[src/rtl/watch_pkg.sv]
// rtl/watch_pkg.sv - shared alarm-controller state encoding and time/tick constants
package watch_pkg;

  typedef enum logic [1:0] {
    IDLE    = 2'd0,
    ARMED   = 2'd1,
    RINGING = 2'd2,
    SNOOZE  = 2'd3
  } alarm_state_t;

  localparam int HRS_MAX      = 23;
  localparam int MIN_MAX      = 59;
  localparam int RING_TICKS   = 60;
  localparam int SNOOZE_TICKS = 300;
  localparam int MAX_SNOOZE   = 3;
  localparam int ALM_HRS_RST  = 6;

endpackage

[src/rtl/mod_updown.sv]
// rtl/mod_updown.sv - modulo-N up/down field register; inc wins over dec, wraps both ways
module mod_updown #(
  parameter int N       = 24,
  parameter int W       = 5,
  parameter int RST_VAL = 0
) (
  input  logic         clk,
  input  logic         rst,
  input  logic         en,
  input  logic         inc,
  input  logic         dec,
  output logic [W-1:0] value
);

  localparam logic [W-1:0] TOP  = W'(N - 1);
  localparam logic [W-1:0] INIT = W'(RST_VAL);

  always_ff @(posedge clk or posedge rst) begin
    if (rst) begin
      value <= INIT;
    end else if (en) begin
      if (inc) begin
        value <= (value == TOP) ? '0 : value + 1'b1;
      end else if (dec) begin
        value <= (value == '0) ? TOP : value - 1'b1;
      end
    end
  end

endmodule

[src/rtl/alarm_ctrl.sv]
// rtl/alarm_ctrl.sv - watch alarm FSM with field editing; ALARM_SNOOZE_EN adds the snooze state
module alarm_ctrl
  import watch_pkg::*;
(
  input  logic       clk,
  input  logic       rst,
  input  logic       tick,
  input  logic [4:0] hrs,
  input  logic [5:0] mins,
  input  logic [5:0] sec,
  input  logic       set_en,
  input  logic       sel,
  input  logic       inc,
  input  logic       dec,
  input  logic       arm,
  input  logic       stop,
  input  logic       snooze,
  output logic [4:0] alm_hrs,
  output logic [5:0] alm_mins,
  output logic       armed,
  output logic       ring,
  output logic       fld
);

  localparam logic [5:0] RING_LAST = 6'(RING_TICKS - 1);

  alarm_state_t state_q, state_d;
  logic [5:0]   ring_cnt;
  logic         edit_ok;
  logic         match;
  logic         snooze_ok;

  // arm takes precedence over any edit in the same cycle
  assign edit_ok = (state_q == IDLE) && set_en && !arm;
  assign match   = tick && (hrs == alm_hrs) && (mins == alm_mins) && (sec == 6'd0);

  mod_updown #(.N(HRS_MAX + 1), .W(5), .RST_VAL(ALM_HRS_RST)) u_hrs (
    .clk   (clk),
    .rst   (rst),
    .en    (edit_ok && !fld),
    .inc   (inc),
    .dec   (dec),
    .value (alm_hrs)
  );

  mod_updown #(.N(MIN_MAX + 1), .W(6), .RST_VAL(0)) u_mins (
    .clk   (clk),
    .rst   (rst),
    .en    (edit_ok && fld),
    .inc   (inc),
    .dec   (dec),
    .value (alm_mins)
  );

`ifdef ALARM_SNOOZE_EN
  localparam logic [8:0] SNOOZE_LAST = 9'(SNOOZE_TICKS - 1);
  logic [8:0] snz_cnt;
  logic [1:0] snz_used;

  assign snooze_ok = snooze && (snz_used != 2'(MAX_SNOOZE));

  always_ff @(posedge clk or posedge rst) begin
    if (rst) begin
      snz_cnt  <= '0;
      snz_used <= '0;
    end else begin
      if (state_q != SNOOZE || state_d != SNOOZE) snz_cnt <= '0;
      else if (tick)                              snz_cnt <= snz_cnt + 9'd1;
      if (state_d == IDLE || state_d == ARMED)             snz_used <= '0;
      else if (state_q == RINGING && state_d == SNOOZE)    snz_used <= snz_used + 2'd1;
    end
  end
`else
  logic unused_snooze;
  assign unused_snooze = snooze;
  assign snooze_ok     = 1'b0;
`endif

  always_comb begin
    state_d = state_q;
    case (state_q)
      IDLE:    if (arm) state_d = ARMED;
      ARMED: begin
        if (arm)        state_d = IDLE;
        else if (match) state_d = RINGING;
      end
      RINGING: begin
        if (arm)                                state_d = IDLE;
        else if (stop)                          state_d = ARMED;
        else if (snooze_ok)                     state_d = SNOOZE;
        else if (tick && ring_cnt == RING_LAST) state_d = ARMED;
      end
`ifdef ALARM_SNOOZE_EN
      SNOOZE: begin
        if (arm)                                 state_d = IDLE;
        else if (stop)                           state_d = ARMED;
        else if (tick && snz_cnt == SNOOZE_LAST) state_d = RINGING;
      end
`endif
      default: state_d = IDLE;
    endcase
  end

  // ring/armed are flopped from the next state so they stay free of input-to-output paths
  always_ff @(posedge clk or posedge rst) begin
    if (rst) begin
      state_q  <= IDLE;
      ring_cnt <= '0;
      fld      <= 1'b0;
      ring     <= 1'b0;
      armed    <= 1'b0;
    end else begin
      state_q <= state_d;
      ring    <= (state_d == RINGING);
      armed   <= (state_d != IDLE);
      if (edit_ok && sel) fld <= ~fld;
      if (state_q != RINGING || state_d != RINGING) ring_cnt <= '0;
      else if (tick)                                ring_cnt <= ring_cnt + 6'd1;
    end
  end

endmodule

[config.mk]
export PLATFORM = sky130hd
export DESIGN_NAME = alarm_ctrl
export DESIGN_NICKNAME = d
export VERILOG_FILES = /design/src/rtl/watch_pkg.sv /design/src/rtl/mod_updown.sv /design/src/rtl/alarm_ctrl.sv
export SDC_FILE = /design/constraint.sdc
export NUM_CORES = 1
export LEC_CHECK = 0
export CORE_AREA = 2 2 58 60
export DETAILED_ROUTE_END_ITERATION = 10
export DIE_AREA = 0 0 60 62
export PLACE_DENSITY_LB_ADDON = 0.2
export SLEW_MARGIN = 20
export SYNTH_ARGS = -nofsm -noshare
export SYNTH_HDL_FRONTEND = slang
export SYNTH_SLANG_ARGS = --single-unit
[constraint.sdc]
create_clock -name clk -period 3.9 [get_ports clk]
set_input_delay 0.39 -clock clk [delete_from_list [all_inputs] [get_ports clk]]
set_output_delay 0.39 -clock clk [all_outputs]
set_load 0.02 [all_outputs]
==> qor.txt <==
Maximum fanout along the worst path - 11
Asr flop ratio synth - 1.000
Simple-gate share of the synthesized area - 0.2125
Worst Setup Path Type - in2reg
Post-synthesis mux area share - 0.01318
Met2 wire len - 1864 um
Post-Synth Adder-Cell Area - 0.04942
Unrepaired setup endpoints after global routing - no
Initial core utilization - 0.4778
CTS Buf Count - 3
H-tree levels - 1
CORE AREA - 0.003179 sq mm
# IOs - 41
Clock transition at the registers of the reported paths - 0.14 ns
Clock Path Buffers - 2
CP startpoint kind - input port
Number of synthesized register bits - 22
Clock tree sinks - 22
Initial antenna violation count - 0
Static Leak - 0.7597 nW
Diode count - 0
Routability-driven placement congestion ratio - 0.8074
DRT Pass-1 Iters - 4
First-pass GRT wire length - 6092 um
Met3 wire length - 178 um
Overflow after GRT - 0
Number of global-route vias before repair - 1340
Cell taking the most area after synthesis - dfrtp_1
Top FF cell, synth - dfrtp_1
CP required - 4.14 ns
Syn_area_per_cell - 8.582 sq um
Distinct cells, synth - 38
HP Class - in2async
Final WL - 3810 um
Share of cells above drive strength 1 - 0.05714
Period minus WS final - 2.131 ns
Clk root buf - clkbuf_4
Hold Fails Final Rpt - 0
Length of routed wiring on met1 - 1692 um
Post-synth top area share - 0.3295
Wirelength per Cell - 14.88 um
Synthesis-to-layout area growth - 29.32%
Placement Setup Slack - 1.430 ns
Via count - 1449
Ranking of synthesized cells by area - dfrtp_1, xnor2_1, ha_1, nor2_1, o21ai_0
Post-Syn Area - 0.001519 sq mm
Critical Path Sink Type - register
Arr. time, crit path - 2.37 ns
Max transition margin - 0.3939
PostCTS Resize Cnt - 0
HPWL after DPL - 2718 um
Final #Nets - 244
# DRC - 0
Final setup TNS - 0 ns
Synth warn - 0
Post-synthesis compound-gate area fraction - 0.1845
Layout Utilization - 0.6179
Die ar. - 0.003720 sq mm
Worst-Margin Slew - 0.9081 ns
Post-synth top cells - dfrtp_1, nor2_1, xnor2_1
Via/cell ratio - 5.660
DRT iter0 DRCs - 91
Peak VDD IR - 0.0003138 V
Fin Clk Skew - 0.007129 ns
Xor/xnor cell area share of the yosys netlist - 0.1211
Detail Route Antenna Nets - 0
Post-synth EDFFs - 0
Post-synth net total - 210
Hold-fix buffers, CTS - 0
Clock latency on the worst-skew pair - 0.32 ns
Most frequent cell after synthesis - dfrtp_1
Max-Cap Viols - 0
Chip width - 60 um
Run status - completed
Seq/Total Area, Yosys - 0.3641
Post-CTS setup buffers - 0
Pwr/cell area - 555.2 mW/mm^2
Setup ws final - 1.769 ns
Top sig layer - met4
Largest family of logic cells by synthesized area - simple AND/OR/NAND/NOR gates
Max Slew Vio Count - 0
Fmax - 469.2 MHz
Final period util - 0.5465
Tot GR Track Use - 0.2199
Die height - 62 um
Num rows - 21
CTS tree - built
Port bufs - 39
Final setup violation count - 0
Largest net degree at the start of global routing - 23
Mapped Cells - 177
critical path: stages:
cell             delay (ns)
clkdlybuf4s50_1        0.50
nor4b_2                0.42
o211ai_1               0.42
nor4b_1                0.39
a21oi_1                0.07
o221ai_1               0.18
per-layer routing:
metal,global-route usage,vias up
met4,0.08889,0
li1,-,690
met3,0.02899,11
met2,0.3742,57
met1,0.2840,691
met5,0,-
layout make-up:
cell class / instances / area [sq um]
Fill cell: 288 / 1215
Sequential cell: 22 / 553.0
Tap cell: 46 / 57.56
Timing Repair Buffer: 40 / 397.9
Multi-Input combinational cell: 134 / 882.1
Inverter: 10 / 37.54
Clock buffer: 4 / 36.28
power by group:
part | switching, mW | total [mW] | internal [mW]
Sequential | 0.141 | 0.432 | 0.291
Combinational | 0.261 | 0.522 | 0.262
Clock | 0.0791 | 0.136 | 0.0572
kinds of logic (layout without fill, tap and decap cells):
family | Yosys count | after routing
buf+inv | 21 | 54
fa+ha+maj | 6 | 6
mux | 2 | 2
xor+xnor | 21 | 21
compound gates | 44 | 44
simple gates | 61 | 61
flops | 22 | 22
sequential cells by signal, summed over array words and instances, names as in the netlist:
name,count
ring_cnt,6
u_mins.value,6
u_hrs.value,5
state_q,2
armed,1
fld,1
ring,1
path summary, 6_finish.rpt:
check	from	to	slack (ns)	cells after the start
worst max register to register	state_q[0]$_DFF_PP0_	u_hrs.value[3]$_DFFE_PP0P_	1.85	5
min in group clk	fld$_DFFE_PP0P_	fld$_DFFE_PP0P_	0.55	1
worst min register to register	fld$_DFFE_PP0P_	fld$_DFFE_PP0P_	0.55	1
max in group asynchronous	rst	u_hrs.value[4]$_DFFE_PP0P_	2.80	2
worst min-delay path	rst	ring$_DFF_PP0_	0.55	2
worst max-delay path	arm	u_hrs.value[3]$_DFFE_PP0P_	1.77	6
cell usage in the layout, fill, tap and decap left out, drive strengths merged, types with 3 or more instances in the layout:
| master | n |
|---|---|
| xor2 | 6 |
| nor4b | 3 |
| o211ai | 4 |
| o21ai | 12 |
| ha | 6 |
| nor2 | 19 |
| nand4 | 6 |
| nand3 | 5 |
| a21oi | 10 |
| o31ai | 3 |
| nor2b | 3 |
| inv | 10 |
| clkdlybuf4s50 | 39 |
| nand2 | 13 |
| nor3 | 6 |
| xnor2 | 15 |
| clkbuf | 4 |
| dfrtp | 20 |
| a31oi | 3 |
stage by stage:
stage | std cells | power [mW] | cell area, sq um | hold WS (ns)
after floorplan | 177 | 0.7470 | 1519 | 0.3777
after global placement | 252 | 0.9291 | 1928 | 0.5060
after detailed placement | 252 | 0.9510 | 1928 | 0.5316
after CTS | 256 | 1.088 | 1964 | 0.5525
after global routing | 256 | 1.169 | 1964 | 0.5645
final | 256 | 1.091 | 1964 | 0.5458
No activity file was read; power rests on OpenSTA's default activity.
